### config.mk
export PLATFORM = sky130hd
export DESIGN_NAME = buzzer_sequencer
export DESIGN_NICKNAME = d
export VERILOG_FILES = /design/src/rtl/buzzer_sequencer.sv
export SDC_FILE = /design/constraint.sdc
export NUM_CORES = 1
export LEC_CHECK = 0
export ABC_AREA = 0
export ABC_CLOCK_PERIOD_IN_PS = 3580
export CAP_MARGIN = 25
export CORE_ASPECT_RATIO = 0.8
export CORE_UTILIZATION = 58
export DETAILED_ROUTE_END_ITERATION = 7
export DONT_BUFFER_PORTS = 1
export GPL_TIMING_DRIVEN = 0
export PLACE_DENSITY = 0.75
export SLEW_MARGIN = 10
export SYNTH_ARGS = -nofsm -noshare
export SYNTH_HDL_FRONTEND = slang
export SYNTH_SLANG_ARGS = --single-unit
### constraint.sdc
create_clock -name i_clk -period 3.58 [get_ports i_clk]
set_input_delay 0.358 -clock i_clk [delete_from_list [all_inputs] [get_ports i_clk]]
set_output_delay 0.358 -clock i_clk [all_outputs]
set_load 0.02 [all_outputs]
### src/rtl/buzzer_sequencer.sv
// Buzzer sequencer: arbitrates key click, hourly chime and alarm onto one tone
// generator and plays each source's on/off beep pattern in prescaled ticks.
module buzzer_sequencer #(
    parameter int unsigned TICK_DIV  = 240000,
    parameter int unsigned KEY_ON    = 5,
    parameter int unsigned CHIME_ON  = 20,
    parameter int unsigned CHIME_OFF = 30,
    parameter int unsigned ALARM_ON  = 10,
    parameter int unsigned ALARM_OFF = 10,
    parameter int unsigned ALARM_GAP = 50,
    parameter int unsigned ALARM_MAX = 60
) (
    input  logic       i_clk,
    input  logic       i_rst,
    input  logic       i_key_req,
    input  logic       i_chime_req,
    input  logic [3:0] i_chime_n,
    input  logic       i_alarm_req,
    input  logic       i_alarm_stop,
    output logic       o_beep_en,
    output logic [1:0] o_tone_sel,
    output logic [2:0] o_grant,
    output logic       o_busy
);
    localparam int unsigned PreW = (TICK_DIV > 1) ? $clog2(TICK_DIV) : 1;

    // Source codes double as the tone index and the GRANT bit position.
    localparam logic [1:0] SrcKey   = 2'd0;
    localparam logic [1:0] SrcChime = 2'd1;
    localparam logic [1:0] SrcAlarm = 2'd2;

    typedef enum logic [1:0] {StIdle, StOn, StOff, StGap} state_e;

    state_e          r_state, w_state_nxt;
    logic [1:0]      r_src, w_src_nxt;
    logic [3:0]      r_beeps, w_beeps_nxt;
    logic [7:0]      r_bursts, w_bursts_nxt;
    logic [7:0]      r_tick;
    logic [PreW-1:0] r_pre;
    logic            r_key_pend, r_chime_pend, r_alarm_pend;
    logic [3:0]      r_chime_n;
    logic            r_beep_en;
    logic [1:0]      r_tone_sel;
    logic [2:0]      r_grant;

    logic       w_tick_end, w_expire;
    logic       w_alarm_new, w_alarm_ok, w_alarm_run;
    logic       w_grant_key, w_grant_chime, w_grant_alarm;
    logic [7:0] w_dur;

    // STOP in the same cycle cancels both a new and an already pending alarm.
    assign w_alarm_new = i_alarm_req && !i_alarm_stop;
    assign w_alarm_ok  = r_alarm_pend && !i_alarm_stop;
    assign w_alarm_run = (r_state != StIdle) && (r_src == SrcAlarm);
    assign w_tick_end  = (r_pre == PreW'(TICK_DIV - 1));
    assign w_expire    = w_tick_end && (r_tick == w_dur - 8'd1);

    // Duration in ticks of the current state for the active source.
    always_comb begin
        w_dur = 8'd0;
        unique case (r_state)
            StOn: begin
                case (r_src)
                    SrcKey:   w_dur = 8'(KEY_ON);
                    SrcChime: w_dur = 8'(CHIME_ON);
                    default:  w_dur = 8'(ALARM_ON);
                endcase
            end
            StOff:   w_dur = (r_src == SrcChime) ? 8'(CHIME_OFF) : 8'(ALARM_OFF);
            StGap:   w_dur = 8'(ALARM_GAP);
            default: w_dur = 8'd0;
        endcase
    end

    // Next-state: grant from IDLE by priority, alarm stop/preempt, pattern stepping.
    always_comb begin
        w_state_nxt   = r_state;
        w_src_nxt     = r_src;
        w_beeps_nxt   = r_beeps;
        w_bursts_nxt  = r_bursts;
        w_grant_key   = 1'b0;
        w_grant_chime = 1'b0;
        w_grant_alarm = 1'b0;
        if (r_state == StIdle) begin
            if (w_alarm_ok) begin
                w_state_nxt   = StOn;
                w_src_nxt     = SrcAlarm;
                w_beeps_nxt   = 4'd4;
                w_bursts_nxt  = 8'd0;
                w_grant_alarm = 1'b1;
            end else if (r_chime_pend) begin
                w_state_nxt   = StOn;
                w_src_nxt     = SrcChime;
                w_beeps_nxt   = r_chime_n;
                w_grant_chime = 1'b1;
            end else if (r_key_pend) begin
                w_state_nxt   = StOn;
                w_src_nxt     = SrcKey;
                w_beeps_nxt   = 4'd1;
                w_grant_key   = 1'b1;
            end
        end else if (w_alarm_run && i_alarm_stop) begin
            w_state_nxt = StIdle;
        end else if (!w_alarm_run && (w_alarm_new || w_alarm_ok)) begin
            // Key/chime are abandoned, not resumed; the alarm is granted from IDLE.
            w_state_nxt = StIdle;
        end else if (w_expire) begin
            unique case (r_state)
                StOn: begin
                    w_beeps_nxt = r_beeps - 4'd1;
                    if (w_beeps_nxt != 4'd0) begin
                        w_state_nxt = StOff;
                    end else if (r_src != SrcAlarm) begin
                        w_state_nxt = StIdle;
                    end else begin
                        w_bursts_nxt = r_bursts + 8'd1;
                        w_state_nxt  = (w_bursts_nxt == 8'(ALARM_MAX)) ? StIdle : StGap;
                    end
                end
                StOff: w_state_nxt = StOn;
                StGap: begin
                    w_state_nxt = StOn;
                    w_beeps_nxt = 4'd4;
                end
                default: w_state_nxt = StIdle;
            endcase
        end
    end

    // State, pattern counters and the prescaler, which restarts on every state entry.
    always_ff @(posedge i_clk or posedge i_rst) begin
        if (i_rst) begin
            r_state  <= StIdle;
            r_src    <= SrcKey;
            r_beeps  <= 4'd0;
            r_bursts <= 8'd0;
            r_tick   <= 8'd0;
            r_pre    <= '0;
        end else begin
            r_state  <= w_state_nxt;
            r_src    <= w_src_nxt;
            r_beeps  <= w_beeps_nxt;
            r_bursts <= w_bursts_nxt;
            if (w_state_nxt != r_state) begin
                r_pre  <= '0;
                r_tick <= 8'd0;
            end else if (r_state != StIdle) begin
                if (w_tick_end) begin
                    r_pre  <= '0;
                    r_tick <= r_tick + 8'd1;
                end else begin
                    r_pre  <= r_pre + 1'b1;
                end
            end
        end
    end

    // Pending request flags; a new request wins over the grant that clears it.
    always_ff @(posedge i_clk or posedge i_rst) begin
        if (i_rst) begin
            r_key_pend   <= 1'b0;
            r_chime_pend <= 1'b0;
            r_alarm_pend <= 1'b0;
            r_chime_n    <= 4'd0;
        end else begin
            if (i_key_req) begin
                r_key_pend <= 1'b1;
            end else if (w_grant_key) begin
                r_key_pend <= 1'b0;
            end
            if (i_chime_req && (i_chime_n != 4'd0)) begin
                r_chime_pend <= 1'b1;
                r_chime_n    <= i_chime_n;
            end else if (w_grant_chime) begin
                r_chime_pend <= 1'b0;
            end
            if (i_alarm_stop) begin
                r_alarm_pend <= 1'b0;
            end else if (i_alarm_req) begin
                r_alarm_pend <= 1'b1;
            end else if (w_grant_alarm) begin
                r_alarm_pend <= 1'b0;
            end
        end
    end

    // Registered tone-generator outputs derived from the next state.
    always_ff @(posedge i_clk or posedge i_rst) begin
        if (i_rst) begin
            r_beep_en  <= 1'b0;
            r_tone_sel <= 2'd0;
            r_grant    <= 3'd0;
        end else begin
            r_beep_en  <= (w_state_nxt == StOn);
            r_tone_sel <= (w_state_nxt == StIdle) ? 2'd0 : w_src_nxt;
            r_grant    <= (w_state_nxt == StIdle) ? 3'd0 : (3'b001 << w_src_nxt);
        end
    end

    assign o_beep_en  = r_beep_en;
    assign o_tone_sel = r_tone_sel;
    assign o_grant    = r_grant;
    assign o_busy     = (r_state != StIdle);

endmodule

## After elaboration in Yosys (flattened, before gate mapping)

Cells that the tools add are included.

| operators by class | value |
|---|---|
| shift-type cells | 1 |
| muxes and demuxes | 58 |
| multiply operators | 0 |
| magnitude comparators | 0 |
| bitwise logic cells | 0 |
| reduce and logical (&&, ||, !) cells | 28 |
| div/mod/pow operators | 0 |
| add/subtract/negate cells | 5 |
| equality and inequality tests | 17 |

Operator list:

| cell | number |
|---|---|
| $mux 8 | 11 |
| $mux 18 | 3 |
| $mux 2 | 15 |
| $mux 4 | 7 |
| $pmux 8 s3 | 1 |
| $add 18x1->18 const B | 1 |
| $eq 18x18->1 const B | 1 |
| $add 8x1->8 const B | 2 |
| $mux 1 | 16 |
| $reduce_bool 2->1 | 7 |
| $ne 2x2->1 const B | 6 |
| $pmux 5 s2 | 1 |
| $eq 8x6->1 const B | 1 |
| $eq 8x8->1 | 1 |
| $pmux 4 s2 | 1 |
| $reduce_bool 4->1 | 2 |
| $sub 8x1->8 const B | 1 |
| $logic_and 1x1->1 | 7 |
| $reduce_and 7->1 | 1 |
| $eq 2x1->1 const B | 3 |
| $eq 2x2->1 const B | 3 |
| $logic_not 2->1 | 3 |
| $reduce_bool 3->1 | 2 |
| $mux 5 | 1 |
| other kinds (11) | 12 |

| word-level totals | value |
|---|---|
| bits in read-only memories | 0 |
| flip-flop bits (word level) | 55 |
| memories | 0 |
| RAM bits | 0 |
| bits in latches | 0 |

## Depth between registers and ports, before layout

Gate-level depths: netlist of the first run.

| logic depth | value |
|---|---|
| depth in word-level cells | 13 |
| mapped depth | 18 |
| mapped depth without buffers | 12 |

## Least setup slack after synthesis of the first run

Ideal clock, no wire load.

| timing path | value |
|---|---|
| path kind | register -> register |
| start | register r_state[0] |
| end | register r_beeps[0] |
| setup time | 0.125 ns |
| required time | 3.455 ns |
| stages on the path, launching flop included | 18 |
| arrival time | 3.805 ns |
| path slack | -0.350 ns |
| buffers on the path | 6 |
| cells stage by stage | dfrtp_1 buf_2 inv_1 ha_1 buf_2 buf_2 clkbuf_1 clkbuf_1 clkbuf_1 a21o_1 ha_1 xor2_1 o211ai_1 nor4b_4 and2_4 a31oi_4 or2_4 mux2_4 |

| on the way | value |
|---|---|
| word-level cells in the longest chain between the ends | 7 |

RTL lines:

| item | RTL line | source |
|---|---|---|
| from (decl) | 34 | `state_e r_state, w_state_nxt;` |
| from (signal assigned) | 133 | `r_state <= StIdle;` |
| from (signal assigned) | 140 | `r_state <= w_state_nxt;` |
| $eq 2x2->1 (tied with other cells) | 61, 108 |  |
| $pmux 8 s3 | 61 | `unique case (r_state)` |
| $sub 8x1->8 | 56 | `assign w_expire = w_tick_end && (r_tick == w_dur - 8'd1);` |
| $eq 8x8->1 | 56 |  |
| $logic_and 1x1->1 | 56 |  |
| $reduce_bool 2->1 (no source line) | -- |  |
| $reduce_and 5->1 (no source line) | -- |  |
| to (signal assigned) | 142 | `r_beeps <= w_beeps_nxt;` |
| to (decl) | 36 | `logic [3:0] r_beeps, w_beeps_nxt;` |

Several ways; a longest one is shown, not always the timed one. The select of a mux whose other input is x is not followed.
A chain may end at the register's enable or synchronous reset.

## Final worst setup path of the first run

| timing path | value |
|---|---|
| start | register r_state[0] |
| end | register r_pre[8] |

| on the way | value |
|---|---|
| word-level cells in the longest chain between the ends | 11 |

RTL lines:

| item | RTL line | source |
|---|---|---|
| $eq 2x2->1 or $eq 2x1->1 (tied branches) | 61, 108 |  |
| $pmux 8 s3 | 61 |  |
| $sub 8x1->8 | 56 |  |
| $eq 8x8->1 | 56 |  |
| $logic_and 1x1->1 | 56 |  |
| $mux 2 | 107 | `end else if (w_expire) begin` |
| $mux 2 | 104 | `end else if (!w_alarm_run && (w_alarm_new \|\| w_alarm_ok)) begin` |
| $mux 2 | 102 | `end else if (w_alarm_run && i_alarm_stop) begin` |
| $mux 2 | 84 | `if (r_state == StIdle) begin` |
| $ne 2x2->1 | 144 | `if (w_state_nxt != r_state) begin` |
| $mux 18 or $reduce_bool 2->1 (tied branches) | -- |  |
| to (signal assigned) | 152 | `r_pre <= r_pre + 1'b1;` |
| to (decl) | 39 | `logic [PreW-1:0] r_pre;` |

Several ways; a longest one is shown, not always the timed one.

==> results of run 1 <==
[worst max-delay path, cell delays in order, from the launching register on]
cell and delay (ns):
dfrtp_1 0.42, buf_6 0.13, inv_4 0.05, ha_4 0.16, buf_12 0.12, clkbuf_16 0.16, clkbuf_16 0.17, a21o_1 0.17
ha_1 0.30, xor2_1 0.13, o211ai_1 0.15, nor4b_4 0.37, and2_4 0.25, nand2_1 0.05, o211ai_1 0.26, buf_4 0.21
buf_6 0.14, a21oi_1 0.05
[sequential cells by signal, indices dropped and copies added, names as in the netlist]
register	cells
o_beep_en	1
r_src	2
r_beeps	4
r_chime_n	4
r_chime_pend	1
r_bursts	8
o_tone_sel	2
r_tick	8
r_state	2
r_pre	18
o_grant	3
r_key_pend	1
r_alarm_pend	1
[metal layers]
layer	GRT usage (%)	vias to the layer above
li1	-	1404
met1	42.5	1461
met2	39.8	107
met3	5.08	16
met4	7.65	0
met5	0	-
[metrics by stage]
| stage | TNS (ns) | instance area (µm²) | hold WS (ns) |
|---|---|---|---|
| after global placement | -23.80 | 3480 | 0.427 |
| after detailed placement | -26.89 | 3500 | 0.336 |
| after global routing | 0 | 3830 | 0.0919 |
| after CTS | 0 | 3750 | 0.0858 |
| after floorplan | 0 | 3380 | 0.424 |
| final | 0 | 3830 | 0.0912 |
[power by group through the flow]
| stage | sequential, W | combinational, W | clock (W) |
|---|---|---|---|
| after detailed placement | 0.000856 | 0.00115 | 0 |
| after floorplan | 0.000834 | 0.000896 | 0 |
| after global routing | 0.000867 | 0.00156 | 0.000398 |
| after CTS | 0.000847 | 0.00131 | 0.000380 |
| after global placement | 0.000852 | 0.00112 | 0 |
| final | 0.000850 | 0.00145 | 0.000371 |
[final timing paths]
path	start	endpoint	slack, ns	cells past startpoint
max	r_state[0]$_DFF_PP0_	r_pre[8]$_DFFE_PP0P_	0.17	17
min reg2reg	r_bursts[7]$_DFFE_PP0P_	r_bursts[7]$_DFFE_PP0P_	0.51	1
min in group asynchronous	i_rst	r_beeps[3]$_DFFE_PP0P_	0.54	2
max in group asynchronous	i_rst	r_tick[6]$_DFFE_PP0P_	2.49	3
min	i_alarm_stop	r_alarm_pend$_DFFE_PP0P_	0.09	1
max reg2reg	r_state[0]$_DFF_PP0_	r_pre[8]$_DFFE_PP0P_	0.17	17
[placed cells by master, fill, tap and decap left out, types with 11 or more instances in the layout]
master / instances
dfrtp_1: 55
nor2_1: 47
nand2_1: 33
o21ai_0: 20
a21oi_1: 20
nand3_1: 14
inv_1: 12
xor2_1: 12
nor3_1: 11
buf_4: 11
[cell type report]
type	instances	area share [%]
Multi-Input combinational cell	294	49.6
Sequential cell	55	36.0
Timing Repair Buffer	16	4.02
Buffer	10	3.79
Tap cell	78	2.55
Clock buffer	5	1.80
Inverter	15	1.54
Clock inverter	3	0.719
[cell families after synthesis]
group	count (synthesis)	share of synthesized area, %
compound gates	87	17.3
xor+xnor	19	4.93
fa+ha+maj	10	3.71
buf+inv	27	3.86
flops	55	40.8
mux	6	1.93
simple gates	172	27.5
[repair_timing]
action                                  in CTS  in global routing
endpoints found under the setup margin      46                 37
hold buffers                                 1                  0
cloned                                       0                  2
endpoints found under the hold margin       26                  0
gates resized for setup                     19                 10
buffers inserted                             7                  6
pin swaps                                    7                  5
==> results.md, run 1 <==
* Routed wl met3 at about 540 µm
* Warnings from Yosys at 0
* Cell Rows at 24
* 1st-iter DRT viols at between 200 and 300
* Slew Viols, Final at 0
* CTS tree: done
* Detailed placement HPWL at approximately 5600 µm
* Remaining DRCs at 0
* Proportion of layout cells with a drive suffix above 1 at a little over an eighth
* Top-count cell post-synth: dfrtp_1
* Die Wd at 87.3 µm
* CTS root buffer: clkbuf_8
* Synth area leader: dfrtp_1
* Vias in the first global route at around 2.8k
* Register area share after synthesis at between 40% and 50%
* Clock slew at reported path FFs at around 0.11 ns
* Register Area at 0.00138 mm²
* Gr usage total at 27.7%
* Final Hold Viols at 0
* Switching share of power at 43.6%
* Non-Filler Instances at approximately 480
* # IOs at 17
* Die height at approximately 70 µm
* Tmin final at 3.41 ns
* DP Cell Count at about 460
* Unrepaired setup endpoints after global routing: no
* Post-Synthesis Cells at around 380
* Number of synthesized flops with an enable pin at 0
* Final Setup Violations at 0
* GPL Wtd Cong at slightly above 0.9
* Net Count, Synth at 396
* Detail Route Antenna Nets at 0
* Relative slew slack at a little over two fifths
* Global route total overflow at 0
* Mapped cell area at ~0.0034 mm²
* First-pass GRT wire length at ~13,000 µm
* Cell-internal power at between 0.0015 and 0.002 W
* Synth-to-Final Area Change at 13.5%
* Fraction of registers with async set/reset at 100%
* Data arrival, critical path at ~3.6 ns
* CTS Buf Count at 5
* Status: complete, no violations
* Gate power share at between 50% and 60%
* DR vias/cell at around 6.3
* Diodes inserted at 0
* CTS Buffer Depth at 2
* Via Count at approximately 3k
* Total Power at approximately 0.0027 W
* Fmax at just under 300 MHz
* Crit path kind: flop to flop
* Final worst path period share at 95.1%
* Core Area at around 0.0055 mm²
* Syn avg cell area at between 8 and 9 µm²
* Clock Skews at between 0.009 and 0.01 ns
* Die Area at between 0.006 and 0.007 mm²
* Psw at between 0.001 and 0.0015 W
* H-Tree Depth at 2
* Largest net degree at the start of global routing at 30
* Crit end category: flop
* Min-delay worst type: input port to flop
* Clock power share at around 14%
* DRT Pass-1 Iters at 6
* Top post-synthesis cells by area: dfrtp_1, nor2_1, nand2_1
* Share of the synthesized area in the top cell type at between 40% and 50%
* Core Util, Final at 69.3%
* Sequential Power Share at roughly a third
* Post-layout nets at ~420
* Commonest cells post-synth: dfrtp_1, nor2_1, nand2_1, a21oi_1, o21ai_0
* CTS Sinks at 55
* Uppermost layer routed: met4
* Total Wirelength at a little over 8000 µm
* Max Cap Viol at 0
* Worst-margin pin slew at 0.841 ns
* Wire length on met1 at between 3000 and 4000 µm
* Area occupied by multi-input gates at between 0.0015 and 0.002 mm²
* # port buffers at 0
* Critical Path RT at between 3 and 4 ns
* WL/cell at approximately 17 µm
* Starting Density at between 60% and 70%
* Maximum fanout along the worst path at 12
* Pwr/cell area at about 700 mW/mm²
* Clk_lat worst skew at 0.32 ns
* Cell variety after synth at 66
* Synthesized flop and latch total at 55
* Initial antenna violation count at 0
* Worst slack, placed at -0.735 ns
* Leak pwr at ~1.6 nW
* Fill count at around 440
* Max VDD drop at 496 µV
* Startpoint type of the worst setup path: flop
* Final setup margin at between 0.15 and 0.2 ns
* Most used DFF post-synth: dfrtp_1
* Wire length on met2 at 3620 µm
Note: power is estimated with default switching activity, not from simulation.
==> run 2: changes to the inputs <==
- CORE_UTILIZATION: 58 -> 54
- DONT_BUFFER_PORTS: 1 -> unset
- SETUP_SLACK_MARGIN: unset -> 0.3
==> run 2 against run 1 <==
Setup slack worse by 0.12 ns; die area up 7.2%; register-to-register slack worse by 0.12 ns; critical path depth up 1; global-route usage down 0.79 points; non-clock buffer count up 25.
==> results.md, run 2 (same netlist as run 1, synthesis figures left out) <==
* Status: complete, no violations
* Startpoint type of the worst setup path: flop
* Gate power share at 58.9% (+4.6 points)
* CTS Buf Count at 5 (unchanged)
* Clk_lat worst skew at 0.31 ns (about the same)
* Core Area at 0.00597 mm² (+8.1%)
* # IOs at 17 (unchanged)
* Maximum fanout along the worst path at 4 (-8)
* Worst-margin pin slew at 0.814 ns (-0.0268 ns)
* GPL Wtd Cong at 0.912 (-1.9%)
* Global route total overflow at 0 (unchanged)
* Leak pwr at 1.77 nW (+9.0%)
* Gr usage total at 26.9% (-0.79 points)
* Relative slew slack at 45.0% (+1.5 points)
* DR vias/cell at 6.13 (-2.3%)
* Data arrival, critical path at 3.72 ns (+0.10 ns)
* Bufs and invs on worst path at 8 (+1)
* DRT Pass-1 Iters at 5 (-1)
* Critical path depth at 18 (+1)
* Tmin final at 3.53 ns (+0.122 ns)
* Worst slack, placed at -0.272 ns (+0.463 ns)
* Detailed placement HPWL at 5670 µm (+0.88%)
* Via Count at 3,092 (+3.5%)
* Detail Route Antenna Nets at 0 (unchanged)
* Total Power at 0.00302 W (+13%)
* Most frequent cells in the layout: dfrtp_1, nor2_1, nand2_1
* Sequential Power Share at 26.9% (-4.9 points)
* CTS tree: done
* Top delay family on crit path: buffers and inverters
* CP Cell Sequence: buf_6 > inv_6 > ha_4 > buf_8 > buf_8 > clkbuf_16 > clkbuf_16 > clkbuf_16 > a21o_1 > ha_4 > xor2_2 > o211ai_1 > nor4b_4 > and2_4 > buf_4 > a31oi_4 > or2_4 > mux2_4
* Slowest stage delay, CP at 0.39 ns (-0.03 ns)
* Crit end category: flop
* H-Tree Depth at 2 (unchanged)
* Total Wirelength at 8650 µm (+6.1%)
* CTS root buffer: clkbuf_8
* Vias in the first global route at 2,908 (+4.2%)
* Critical Path RT at 3.78 ns (about the same)
* Proportion of layout cells with a drive suffix above 1 at 23.4% (+9.8 points)
* Min-delay worst type: input port to async pin
* Clock Skews at 0.00801 ns (-0.00178 ns)
* Largest net degree at the start of global routing at 32 (+6.7%)
* Clock slew at reported path FFs at 0.10 ns (about the same)
* Biggest regs: r_pre: 18 flops, r_bursts: 8 flops, r_tick: 8 flops
* Psw at 0.00125 W (+7.0%)
* Core Util, Final at 71.9% (+2.6 points)
* Max VDD drop at 455 µV (-8.2%)
* Cell Rows at 25 (+4.2%)
* Max Cap Viol at 0 (unchanged)
* Max reg flops at 18 (unchanged)
* First-pass GRT wire length at 14,000 µm (+5.7%)
* Final Setup Violations at 0 (unchanged)
* Diodes inserted at 0 (unchanged)
* Cells on worst reg2reg path at 18 (+1)
* Synth-to-Final Area Change at 27.3%
* Die Area at 0.00657 mm² (+7.2%)
* R2r setup slk at 0.05 ns (-0.12 ns)
* Pwr/cell area at 704 mW/mm² (+0.88%)
* Unrepaired setup endpoints after global routing: yes
* Final setup margin at 0.0516 ns (-0.122 ns)
* Critical-path top delay cell: dfrtp_1
* Post-layout nets at 442 (+6.0%)
* Starting Density at 56.5% (-4.6 points)
* Critical Path Most Common Cell: clkbuf_16
* Final worst path period share at 98.6% (+3.4 points)
* Remaining DRCs at 0 (unchanged)
* # port buffers at 16 (+16)
* CTS Sinks at 55 (unchanged)
* Crit path kind: flop to flop
* Initial antenna violation count at 0 (unchanged)
* Clock power share at 14.2% (+0.3 points)
* Die height at 72.7 µm (+3.5%)
* CTS Buffer Depth at 2 (unchanged)
* Cell-internal power at 0.00178 W (+18%)
* Die Wd at 90.4 µm (+3.6%)
* Post-route cell area at 0.00429 mm² (+12%)
* Slew Viols, Final at 0 (unchanged)
* WL/cell at 17.2 µm (+0.24%)
* Post-place instance area at 0.00372 mm² (+6.3%)
* Fmax at 283 MHz (-3.5%)
* Most common cell after layout, fill and taps aside: dfrtp_1
* Final Hold Viols at 0 (unchanged)
* Largest register by flop count: r_pre
* 1st-iter DRT viols at 313 (+13%)
* Switching share of power at 41.3% (-2.4 points)
## run 2: cell count changes in the layout (fill, tap and decap cells not counted), sizes merged
cell           previous run  this run
clkinv                    1         2
inv                      16        14
clkbuf                    9        10
clkinvlp                  1         0
buf                      21        31
clkdlybuf4s50             0        16
dlygate4sd3               1         0
bufinv                    0         1
## run 2: worst register-to-register path, delay by kind of cell (launching register included)
family	cells	cell delay (ns)
adders and majority gates	2	0.42
buffers and inverters	8	0.90
AOI/OAI and AO/OA	3	0.42
DFF	1	0.39
and+or+nand+nor	3	0.87
xor gates and xnor gates	1	0.12
muxes	1	0.30
## run 2: area by class of cell
cell class | instances | area [µm²]
multi-input combinational | 294 | 2080
fill | 458 | 1680
sequential | 55 | 1380
timing repair buffer | 39 | 364
buffer | 12 | 189
tap | 81 | 101
clock buffer | 6 | 82.6
inverter | 15 | 61.3
clock inverter | 2 | 35.0
## run 2: path summary, 6_finish.rpt
check	from	to
hold / removal	i_rst	r_state[0]$_DFF_PP0_
hold reg to reg	r_bursts[7]$_DFFE_PP0P_	r_bursts[7]$_DFFE_PP0P_
setup / recovery	r_state[0]$_DFF_PP0_	r_beeps[0]$_DFFE_PP0P_
setup reg to reg	r_state[0]$_DFF_PP0_	r_beeps[0]$_DFFE_PP0P_
max in group asynchronous	i_rst	r_bursts[1]$_DFFE_PP0P_
min in group i_clk	r_bursts[7]$_DFFE_PP0P_	r_bursts[7]$_DFFE_PP0P_
## run 2: what timing repair did
action	in CTS	in global routing
cloned	2	0
buffers inserted	14	6
endpoints found under the hold margin	0	0
pin swaps	21	20
gates resized for setup	51	25
endpoints found under the setup margin	46	46
hold buffers	0	0
## run 2: through the flow
stage	hold WS [ns]	TNS, ns	cells
floorplan	0.424	0	376
CTS	0.421	-0.000870	498
global route	0.491	-1.84	504
detailed placement	0.475	-6.95	474
finish	0.406	0	504
global placement	0.470	-2.79	473
## run 2: per-layer routing
metal | part of all wire (%) | global-route usage (%) | up-vias
met5 | 0 | 0 | -
met4 | 1.8 | 7.89 | 0
met3 | 6.5 | 4.69 | 21
met2 | 45 | 42.3 | 130
met1 | 47 | 38.4 | 1495
li1 | - | - | 1446
## run 2: power groups by stage
stage	clock (W)	sequential [W]	combinational [W]
after floorplan	0	0.000835	0.000957
after global placement	0	0.000819	0.00127
after detailed placement	0	0.000823	0.00130
after CTS	0.000437	0.000809	0.00159
after global routing	0.000458	0.000829	0.00191
final	0.000430	0.000814	0.00178
==> run 3: changes to the inputs <==
- CORE_ASPECT_RATIO: 0.8 -> 1.2
- TNS_END_PERCENT: unset -> 10
==> run 3 against run 2 <==
Hold slack gained 0.0079 ns; cell area shrank 6.0%; sequential share of layout area grew 2.0 points; global-route usage shrank 0.057 points; non-clock buffer count shrank 9; die area is essentially flat; count of clock-buffer cells in the layout shrank 1; utilization shrank 5.2 points; register-to-register slack gained 0.03 ns; power shrank 7.8%; first-iteration DRC count shrank 43%; clock skew grew 0.0036 ns; largest cell class unchanged; largest power group unchanged.
==> results.md, run 3 (same netlist as run 1, synthesis figures left out) <==
* Unrepaired setup endpoints after global routing: yes
* Critical Path RT at 3.78 ns (about the same)
* R2r setup slk at 0.08 ns (+0.03 ns)
* CTS Buffer Depth at 2 (unchanged)
* CTS Buf Count at 5 (unchanged)
* Diodes inserted at 0 (unchanged)
* First-pass GRT wire length at 13,600 µm (-2.9%)
* CP endpoint: r_pre[5]$_DFFE_PP0P_
* Total Power at 0.00279 W (-7.8%)
* Leak pwr at 1.70 nW (-4.3%)
* FF-to-FF End: r_pre[5]$_DFFE_PP0P_
* Status: complete, no violations
* Crit path kind: flop to flop
* RR Startpoint: r_state[0]$_DFF_PP0_
* Clock slew at reported path FFs at 0.11 ns (about the same)
* Largest net degree at the start of global routing at 29 (-9.4%)
* Cells on worst reg2reg path at 20 (+2)
* Final Setup Violations at 0 (unchanged)
* Global route total overflow at 0 (unchanged)
* Final Hold Viols at 0 (unchanged)
* Hold WS at 0.414 ns (+0.00792 ns)
* Crit path launch: r_state[0]$_DFF_PP0_
* Die height at 88.6 µm (+22%)
* Final worst path period share at 97.7% (-0.90 points)
* Die Area at 0.00657 mm² (about the same)
* Fill count at 506 (+10%)
* DRT Pass-1 Iters at 4 (-1)
* Post-layout nets at 433 (-2.0%)
* Remaining DRCs at 0 (unchanged)
* Clock Skews at 0.0116 ns (+0.00357 ns)
* Post-place instance area at 0.00372 mm² (about the same)
* CTS tree: done
* # IOs at 17 (unchanged)
* Biggest regs: r_pre: 18 flops, r_bursts: 8 flops, r_tick: 8 flops
* Vias in the first global route at 2,968 (+2.1%)
* 1st-iter DRT viols at 178 (-43%)
* Detailed placement HPWL at 5680 µm (+0.17%)
* GPL Wtd Cong at 0.900 (-1.3%)
* Core Area at 0.00605 mm² (+1.3%)
* CTS root buffer: clkbuf_8
* Tmin final at 3.50 ns (-0.0324 ns)
* Proportion of layout cells with a drive suffix above 1 at 14.5% (-8.9 points)
* Max reg flops at 18 (unchanged)
* Slew Viols, Final at 0 (unchanged)
* Via Count at 2,943 (-4.8%)
* # port buffers at 16 (unchanged)
* Most frequent cells in the layout: dfrtp_1, nor2_1, nand2_1
* Startpoint type of the worst setup path: flop
* Cell Rows at 31 (+24%)
* H-Tree Depth at 2 (unchanged)
* Post-route cell area at 0.00404 mm² (-6.0%)
* Relative slew slack at 43.9% (-1.1 points)
* Most common cell after layout, fill and taps aside: dfrtp_1
* Core Util, Final at 66.7% (-5.2 points)
* Detail Route Antenna Nets at 0 (unchanged)
* Pwr/cell area at 690 mW/mm² (-2.0%)
* DR vias/cell at 5.93 (-3.3%)
* Min-delay worst type: input port to async pin
* WL/cell at 16.2 µm (-5.7%)
* Worst-margin pin slew at 0.830 ns (+0.0160 ns)
* Initial antenna violation count at 0 (unchanged)
* Synth-to-Final Area Change at 19.6%
* Maximum fanout along the worst path at 5 (+1)
* Max Cap Viol at 0 (unchanged)
* Starting Density at 55.7% (-0.71 points)
* Crit end category: flop
* Cts hold-fix bufs at 0 (unchanged)
* Max VDD drop at 358 µV (-21%)
* Die Wd at 74.2 µm (-18%)
* Data arrival, critical path at 3.70 ns (-0.02 ns)
* Total Wirelength at 8020 µm (-7.2%)
* CTS Sinks at 55 (unchanged)
* Gr usage total at 26.8% (-0.057 points)
* Largest register by flop count: r_pre
* Fmax at 286 MHz (+0.93%)
* Clk_lat worst skew at 0.32 ns (about the same)
## run 3: cell count changes in the layout (fill, tap and decap cells not counted), moves of 3 or more
cell | previous run | this run
o21ai_0 | 15 | 20
nor2_2 | 4 | 1
o21ai_1 | 5 | 2
nor2_4 | 10 | 0
buf_4 | 18 | 13
a21oi_1 | 13 | 19
nor2_1 | 33 | 46
a21oi_2 | 7 | 1
## run 3: worst min path at each step
| stage | startpoint | to | slack (ns) | cells after the start |
|---|---|---|---|---|
| floorplan | i_alarm_stop | r_alarm_pend$_DFFE_PP0P_ | 0.42 | 1 |
| global placement | r_chime_n[2]$_DFFE_PP0P_ | r_chime_n[2]$_DFFE_PP0P_ | 0.47 | 2 |
| detailed placement | r_chime_n[2]$_DFFE_PP0P_ | r_chime_n[2]$_DFFE_PP0P_ | 0.49 | 2 |
| CTS | i_rst | r_pre[8]$_DFFE_PP0P_ | 0.44 | 2 |
| global route | i_rst | r_src[1]$_DFF_PP0_ | 0.49 | 2 |
| finish | i_rst | r_pre[10]$_DFFE_PP0P_ | 0.41 | 2 |
## run 3: critical path, cell delays in order, from the launching register on
cell and delay (ns):
dfrtp_1 0.39, buf_6 0.13, inv_8 0.03, ha_4 0.15
buf_8 0.12, buf_8 0.11, clkbuf_16 0.13, clkbuf_16 0.13
clkbuf_16 0.13, a21o_1 0.18, ha_4 0.27, xor2_1 0.14
o211ai_1 0.15, nor4b_4 0.31, buf_4 0.18, and2_4 0.17
nand2_1 0.07, o211ai_1 0.21, buf_4 0.17, buf_4 0.16
a21oi_1 0.05
## run 3: timing repair
item | in CTS | in global routing
pin swaps | 7 | 9
setup buffers | 10 | 2
gates cloned | 0 | 1
hold endpoints to repair | 0 | 0
gates resized for setup | 8 | 15
setup endpoints to repair | 46 | 46
## run 3: per-stage QoR
step / instances / setup slack, ns / setup TNS [ns]
3_3_place_gp: 474 / -0.183 / -4.32
3_5_place_dp: 475 / -0.214 / -5.38
6_report: 496 / 0.0840 / 0
5_1_grt: 496 / -0.0793 / -1.29
2_1_floorplan: 376 / 0.259 / 0
4_1_cts: 493 / 0.0256 / 0
## run 3: final cells by class
class                   count  area, µm²  share of cell area, %
flip-flops and latches     55       1380                   34.1
repair buffers             30        278                   6.88
well taps                  82        103                   2.54
inverters                  15       63.8                   1.58
multi-input cells         294       1920                   47.7
clock inverters             3       46.3                   1.15
plain buffers              12        176                   4.37
clock buffers               5       68.8                   1.71
## run 3: power by group
group          total [W]  switching, W  internal (W)
logic            0.00155      0.000849      0.000700
registers       0.000810     0.0000849      0.000725
clock network   0.000427      0.000216      0.000211
## run 3: per-layer routing
layer | up-vias | GRT usage [%] | part of all wire [%]
met5 | - | 0 | 0
met4 | 0 | 11.2 | 2.2
met3 | 15 | 3.99 | 4.6
met2 | 87 | 47.8 | 52
met1 | 1410 | 32.0 | 41
li1 | 1431 | - | -
